===== src/rtl/uart_rx.sv =====
// Oversampling UART receiver (8 data bits, optional parity, 1 stop bit).
// Consumes the baud generator's oversample tick, synchronises the serial
// line, validates the start bit at mid-bit, samples data LSB-first, checks
// parity/stop and loads a single holding register read via rx_rd.
//
// Ports:
//   pclk, prst      - system clock, asynchronous active-high reset
//   uart_rxd        - asynchronous serial input, idle high
//   brg_rx_shift    - one-pclk oversample tick
//   apb_en          - receiver enable (0 aborts and holds the FSM in IDLE)
//   apb_bsel        - oversample ratio select: 0 = 16x, 1 = 8x
//   apb_pen/apb_eps - parity enable / even (1) or odd (0) parity
//   rx_rd           - one-cycle read strobe, clears rx_full and rx_oerr
//   rx_data         - last received byte
//   rx_full         - unread byte present
//   rx_ferr/rx_perr - framing / parity error of the last loaded frame
//   rx_oerr         - sticky overrun
//   rx_busy         - FSM not in IDLE
module uart_rx (
  input  logic       pclk,
  input  logic       prst,
  input  logic       uart_rxd,
  input  logic       brg_rx_shift,
  input  logic       apb_en,
  input  logic       apb_bsel,
  input  logic       apb_pen,
  input  logic       apb_eps,
  input  logic       rx_rd,
  output logic [7:0] rx_data,
  output logic       rx_full,
  output logic       rx_ferr,
  output logic       rx_perr,
  output logic       rx_oerr,
  output logic       rx_busy
);

  localparam int unsigned DW = 8;
  localparam int unsigned SW = 4;
  localparam int unsigned BW = 3;

  typedef enum logic [2:0] {
    S_IDLE,
    S_START,
    S_DATA,
    S_PARITY,
    S_STOP
  } state_t;

  state_t          state;
  logic            rxd_m;
  logic            rxd_s;
  logic [SW-1:0]   samcnt;
  logic [BW-1:0]   bitcnt;
  logic [DW-1:0]   shreg;
  logic            par_bit;

  logic [SW-1:0]   half_m1;
  logic [SW-1:0]   full_m1;
  logic            par_x;

  // Tick counts for the mid-start sample and the full bit period.
  assign half_m1 = apb_bsel ? SW'(3)  : SW'(7);
  assign full_m1 = apb_bsel ? SW'(7)  : SW'(15);

  // Zero for a frame whose data+parity has an even number of ones.
  assign par_x = ^{shreg, par_bit};

  // Synchroniser, receive FSM and holding register.
  always_ff @(posedge pclk or posedge prst) begin
    if (prst) begin
      rxd_m   <= 1'b1;
      rxd_s   <= 1'b1;
      state   <= S_IDLE;
      samcnt  <= '0;
      bitcnt  <= '0;
      shreg   <= '0;
      par_bit <= 1'b0;
      rx_data <= '0;
      rx_full <= 1'b0;
      rx_ferr <= 1'b0;
      rx_perr <= 1'b0;
      rx_oerr <= 1'b0;
      rx_busy <= 1'b0;
    end else begin
      rxd_m <= uart_rxd;
      rxd_s <= rxd_m;

      // Read clears; a load later in this block overrides it.
      if (rx_rd) begin
        rx_full <= 1'b0;
        rx_oerr <= 1'b0;
      end

      if (!apb_en) begin
        state   <= S_IDLE;
        samcnt  <= '0;
        bitcnt  <= '0;
        rx_busy <= 1'b0;
      end else if (brg_rx_shift) begin
        case (state)
          S_IDLE: begin
            if (!rxd_s) begin
              state   <= S_START;
              samcnt  <= '0;
              rx_busy <= 1'b1;
            end
          end

          S_START: begin
            if (samcnt == half_m1) begin
              if (rxd_s) begin
                state   <= S_IDLE;
                rx_busy <= 1'b0;
              end else begin
                state  <= S_DATA;
                samcnt <= '0;
                bitcnt <= '0;
              end
            end else begin
              samcnt <= samcnt + SW'(1);
            end
          end

          S_DATA: begin
            if (samcnt == full_m1) begin
              shreg  <= {rxd_s, shreg[DW-1:1]};
              samcnt <= '0;
              bitcnt <= bitcnt + BW'(1);
              if (bitcnt == BW'(DW - 1)) begin
                state <= apb_pen ? S_PARITY : S_STOP;
              end
            end else begin
              samcnt <= samcnt + SW'(1);
            end
          end

          S_PARITY: begin
            if (samcnt == full_m1) begin
              par_bit <= rxd_s;
              samcnt  <= '0;
              state   <= S_STOP;
            end else begin
              samcnt <= samcnt + SW'(1);
            end
          end

          S_STOP: begin
            // Leave at mid-stop so a back-to-back start edge is caught.
            if (samcnt == full_m1) begin
              rx_data <= shreg;
              rx_full <= 1'b1;
              rx_ferr <= ~rxd_s;
              rx_perr <= apb_pen & (apb_eps ? par_x : ~par_x);
              rx_oerr <= rx_oerr | (rx_full & ~rx_rd);
              samcnt  <= '0;
              state   <= S_IDLE;
              rx_busy <= 1'b0;
            end else begin
              samcnt <= samcnt + SW'(1);
            end
          end

          default: begin
            state   <= S_IDLE;
            samcnt  <= '0;
            rx_busy <= 1'b0;
          end
        endcase
      end
    end
  end

endmodule


===== config.mk =====
export PLATFORM = sky130hd
export DESIGN_NAME = uart_rx
export DESIGN_NICKNAME = d
export VERILOG_FILES = /design/src/rtl/uart_rx.sv
export SDC_FILE = /design/constraint.sdc
export NUM_CORES = 1
export LEC_CHECK = 0
export CAP_MARGIN = 10
export CORE_MARGIN = 10
export CORE_UTILIZATION = 28
export CTS_BUF_LIST = sky130_fd_sc_hd__clkbuf_8
export DETAILED_ROUTE_END_ITERATION = 7
export DONT_BUFFER_PORTS = 1
export SYNTH_ARGS = -nofsm -noshare
export SYNTH_HDL_FRONTEND = slang
export SYNTH_SLANG_ARGS = --single-unit

===== constraint.sdc =====
create_clock -name pclk -period 2.4 [get_ports pclk]
set_input_delay 0.12 -clock pclk [delete_from_list [all_inputs] [get_ports pclk]]
set_output_delay 0.12 -clock pclk [all_outputs]
set_load 0.03 [all_outputs]

==> impl_metrics.csv <==
group,metric,value,unit
clocking,cts_max_level,2,
hold_path,hold_path.class,"in2reg",
sta,relSlewSlack,64.6,%
die,die_h,104,um
drt,drt_pass1_iterations,4,
yosys,ys_seq_area_share,43.5,%
yosys,synth_ff_type,"dfrtp_1",
global_route,grt_pass1_wl,7.01,mm
setup_path,cp.arrival,2.05,ns
setup_path,r2r_start,"samcnt[0]$_DFFE_PP0N_",
drt,wl_per_cell,14.7,um
cells_and_area,fillers,698,
clocking,cts_root_buffer,"clkbuf_8",
setup_path,critPathCapture,"shreg[3]$_DFFE_PP0P_",
setup_path,cpLargestDelayFamily,"simple AND/OR/NAND/NOR gates",
place,preCtsSetupSlack,0.530,ns
yosys,netlist-cell-type-count,48,
sta,layout_setup_ws,0.524,ns
drt,viasPerCell,5.01,
global_route,first_global_vias,1337,
sta,slew_violations,0,
drt,wl_met2,1.85,mm
drt,drc,0,
drt,drt-initial-drc-count,90,
sta,tns,0,ns
yosys,synth-adder-area-share,1.91,%
die,start_util,28.9,%
yosys,synth_top_area_cell,"dfrtp_1",
yosys,synthArstFlopShare,100,%
setup_path,crit_start,"samcnt[0]$_DFFE_PP0N_",
yosys,postSynthCellCount,181,
yosys,synth_top_area_share,40.8,%
cells_and_area,nets,194,
die,rows,30,
drt,drt-met1-wl,1.87,mm
setup_path,crit_type,"reg2reg",
run,cap_violations,0,
setup_path,r2r_slack,0.52,ns
yosys,ys_ff_latch,34,
power_and_ir_drop,pwr_density_cell,524,mW/mm^2
yosys,muxShareOfSynthArea,11.3,%
setup_path,timing.rr.end,"shreg[3]$_DFFE_PP0P_",
clocking,cts_buffers,5,
clocking,cts_num_sinks,34,
hold_path,hold_depth,2,
global_route,grt_util_all_layers,7.79,%
setup_path,path_max_fanout,9,
global_route,grt_overflow,0,
setup_path,worstSetupStartpointType,"flip-flop",
yosys,synthesis.area,0.00196,sq mm
clocking,path_clk_slew,0.07,ns
die,ios,22,
sta,rsz0062_at_grt,"no",
yosys,synth_top_family_by_area,"simple AND/OR/NAND/NOR gates",
yosys,synthXorXnorAreaFrac,6.45,%
yosys,synth_simple_gate_area_share,18.6,%
drt,route.antenna.remaining_nets,0,
outcome,status,"complete, no violations",
die,die-area,0.0107,sq mm
setup_path,crit_buf_inv,0,
yosys,synth-compound-area-share,14.2,%
die,fp.dieW,104,um
clocking,ctsResizeCount,0,
drt,top_layer_used,"met4",
cells_and_area,syn_to_final_growth,11.0,%
sta,timing.fmax,533,MHz
clocking,ctsLongestPathBuffers,2,
setup_path,required,2.57,ns
place,port_buffers,0,
global_route,grt_max_degree,35,
global_route,antenna_found_initial,0,
sta,clock_skew,0.00570,ns
power_and_ir_drop,p_leak,0.942,nW
power_and_ir_drop,p_total,1.14,mW
power_and_ir_drop,ir_drop,173,uV
cells_and_area,drive_gt1_share,15.8,%
sta,final_hold_viol_count,0,
setup_path,crit_path_max_incr_delay,0.39,ns
yosys,synth_warnings,0,
sta,tightestPinTransition,0.530,ns
drt,num_vias,1397,
die,core-area,0.00679,sq mm
yosys,synth_area_per_cell,10.8,sq um
place,hpwl,2.88,mm
yosys,synthTopCellsByArea,"dfrtp_1 41%, mux2_4 6.1%, xnor2_1 3.6%, mux2_1 2.9%, dfstp_2 2.7%",
setup_path,rr_worst_depth,5,
sta,setup_viol,0,
sta,finalCritPeriodShare,78.2,%
sta,fin_hold_ws,0.00749,ns
setup_path,critPathCaptureType,"flip-flop",
clocking,cts_tree,"done",
yosys,syn_nets,193,
setup_path,slowest_stage,"dfrtp_1",
drt,met3WireLength,338,um
drt,drt_wl_total,4.11,mm
sta,fin_crit,1.88,ns
clocking,clkLatencyLatePin,0.28,ns
yosys,synth-edff-count,0,
cells_and_area,fin_util,32.0,%
cells_and_area,diodes,0,
setup_path,cp.depth,5,
place,gp_congestion,0.825,
setup_path,worstPathCellList,"ha_1 > nand2_1 > nor4_4 > nand2_4 > mux2_4",
==> layer usage <==
metal  vias to the layer above  global-route usage [%]
li1                        676                       -
met1                       670                    10.1
met2                        46                    11.5
met3                         5                    3.22
met4                         0                    2.39
met5                         -                       0
==> metrics by stage <==
| step | instance area, sq um | cells |
|---|---|---|
| 2_1_floorplan | 1960 | 181 |
| 3_3_place_gp | 2050 | 267 |
| 3_5_place_dp | 2050 | 267 |
| 4_1_cts | 2180 | 279 |
| 5_1_grt | 2180 | 279 |
| 6_report | 2180 | 279 |
==> Yosys cell counts (all sizes together), types with 3 or more instances <==
library cell / number
dfrtp: 32
mux2: 17
nand2: 12
o21ai: 10
xnor2: 9
clkbuf: 7
nand3: 7
buf: 6
inv: 6
a31oi: 5
nor2: 5
a21oi: 4
nand4bb: 4
o21a: 4
a41oi: 3
ha: 3
nand2b: 3
nand4b: 3
nor2b: 3
nor3: 3
nor3b: 3
o211ai: 3
o31ai: 3
or4b: 3
==> worst register-to-register path, cell delays in order, from the launching register on <==
cell	delay (ns)
dfrtp_1	0.39
ha_1	0.26
nand2_1	0.20
nor4_4	0.39
nand2_4	0.19
mux2_4	0.34
==> worst min-delay path by stage <==
stage,start,end,slack [ns]
6_report,rx_rd,rx_oerr$_DFF_PP0_,0.007
4_1_cts,rx_rd,rx_oerr$_DFF_PP0_,0.005
3_3_place_gp,uart_rxd,rxd_m$_DFF_PP1_,0.12
5_1_grt,rx_rd,rx_oerr$_DFF_PP0_,0.02
3_5_place_dp,uart_rxd,rxd_m$_DFF_PP1_,0.12
2_1_floorplan,uart_rxd,rxd_m$_DFF_PP1_,0.12
==> report_power, final <==
group	internal, mW	leakage [nW]	switching [mW]	total [mW]
combinational	0.0451	0.423	0.0576	0.103
sequential	0.583	0.466	0.0238	0.607
clock	0.227	0.0524	0.204	0.431
total	0.856	0.942	0.285	1.14
==> final cells by class <==
cell class                      count  area [sq um]  area share [%]
Tap cell                           96           120            5.52
Timing Repair Buffer                7          62.6            2.87
Inverter                            6          22.5            1.03
Clock buffer                        6          82.6            3.79
Clock inverter                      2          8.76           0.402
Sequential cell                    34           853            39.2
Multi-Input combinational cell    128          1030            47.2
==> logic make-up (layout without fill, tap and decap cells) <==
| family | Yosys count | after routing |
|---|---|---|
| flip-flops | 34 | 34 |
| AND/OR/NAND/NOR | 55 | 55 |
| multiplexers | 17 | 17 |
| buffers and inverters | 19 | 21 |
| XOR/XNOR | 12 | 12 |
| adder cells (fa/ha/maj) | 3 | 3 |
| AO/OA/AOI/OAI | 41 | 41 |
==> registers in the layout, indices dropped and copies added, names as in the netlist <==
name     flops
rxd_m        1
rx_ferr      1
bitcnt       3
state        3
rx_oerr      1
par_bit      1
shreg        8
rx_perr      1
rx_full      1
rx_data      8
samcnt       4
rx_busy      1
rxd_s        1
==> layout by cell type, fill, tap and decap left out, types with 2 or more instances in the layout <==
master	count
a21oi_1	4
a31oi_1	5
a41oi_1	3
buf_4	3
clkbuf_8	6
dfrtp_1	32
dfstp_2	2
dlygate4sd3_1	4
ha_1	3
inv_1	7
mux2_1	5
mux2_2	4
mux2_4	8
nand2_1	11
nand2b_1	3
nand3_1	7
nand4b_1	3
nand4bb_1	4
nor2_1	5
nor2b_1	3
nor3_1	3
nor3b_1	3
nor4bb_1	2
o2111ai_1	2
o211ai_1	3
o21a_1	4
o21ai_0	9
o2bb2ai_1	2
o31ai_1	3
or4b_1	3
xnor2_1	8
xor2_1	2
==> repair_timing <==
item | 4_1_cts | 5_1_grt
endpoints found under the setup margin | 0 | 0
hold buffers | 4 | 0
setup buffers | 0 | 0
hold endpoints to repair | 39 | 0
Power figures use the tool's default switching activity.
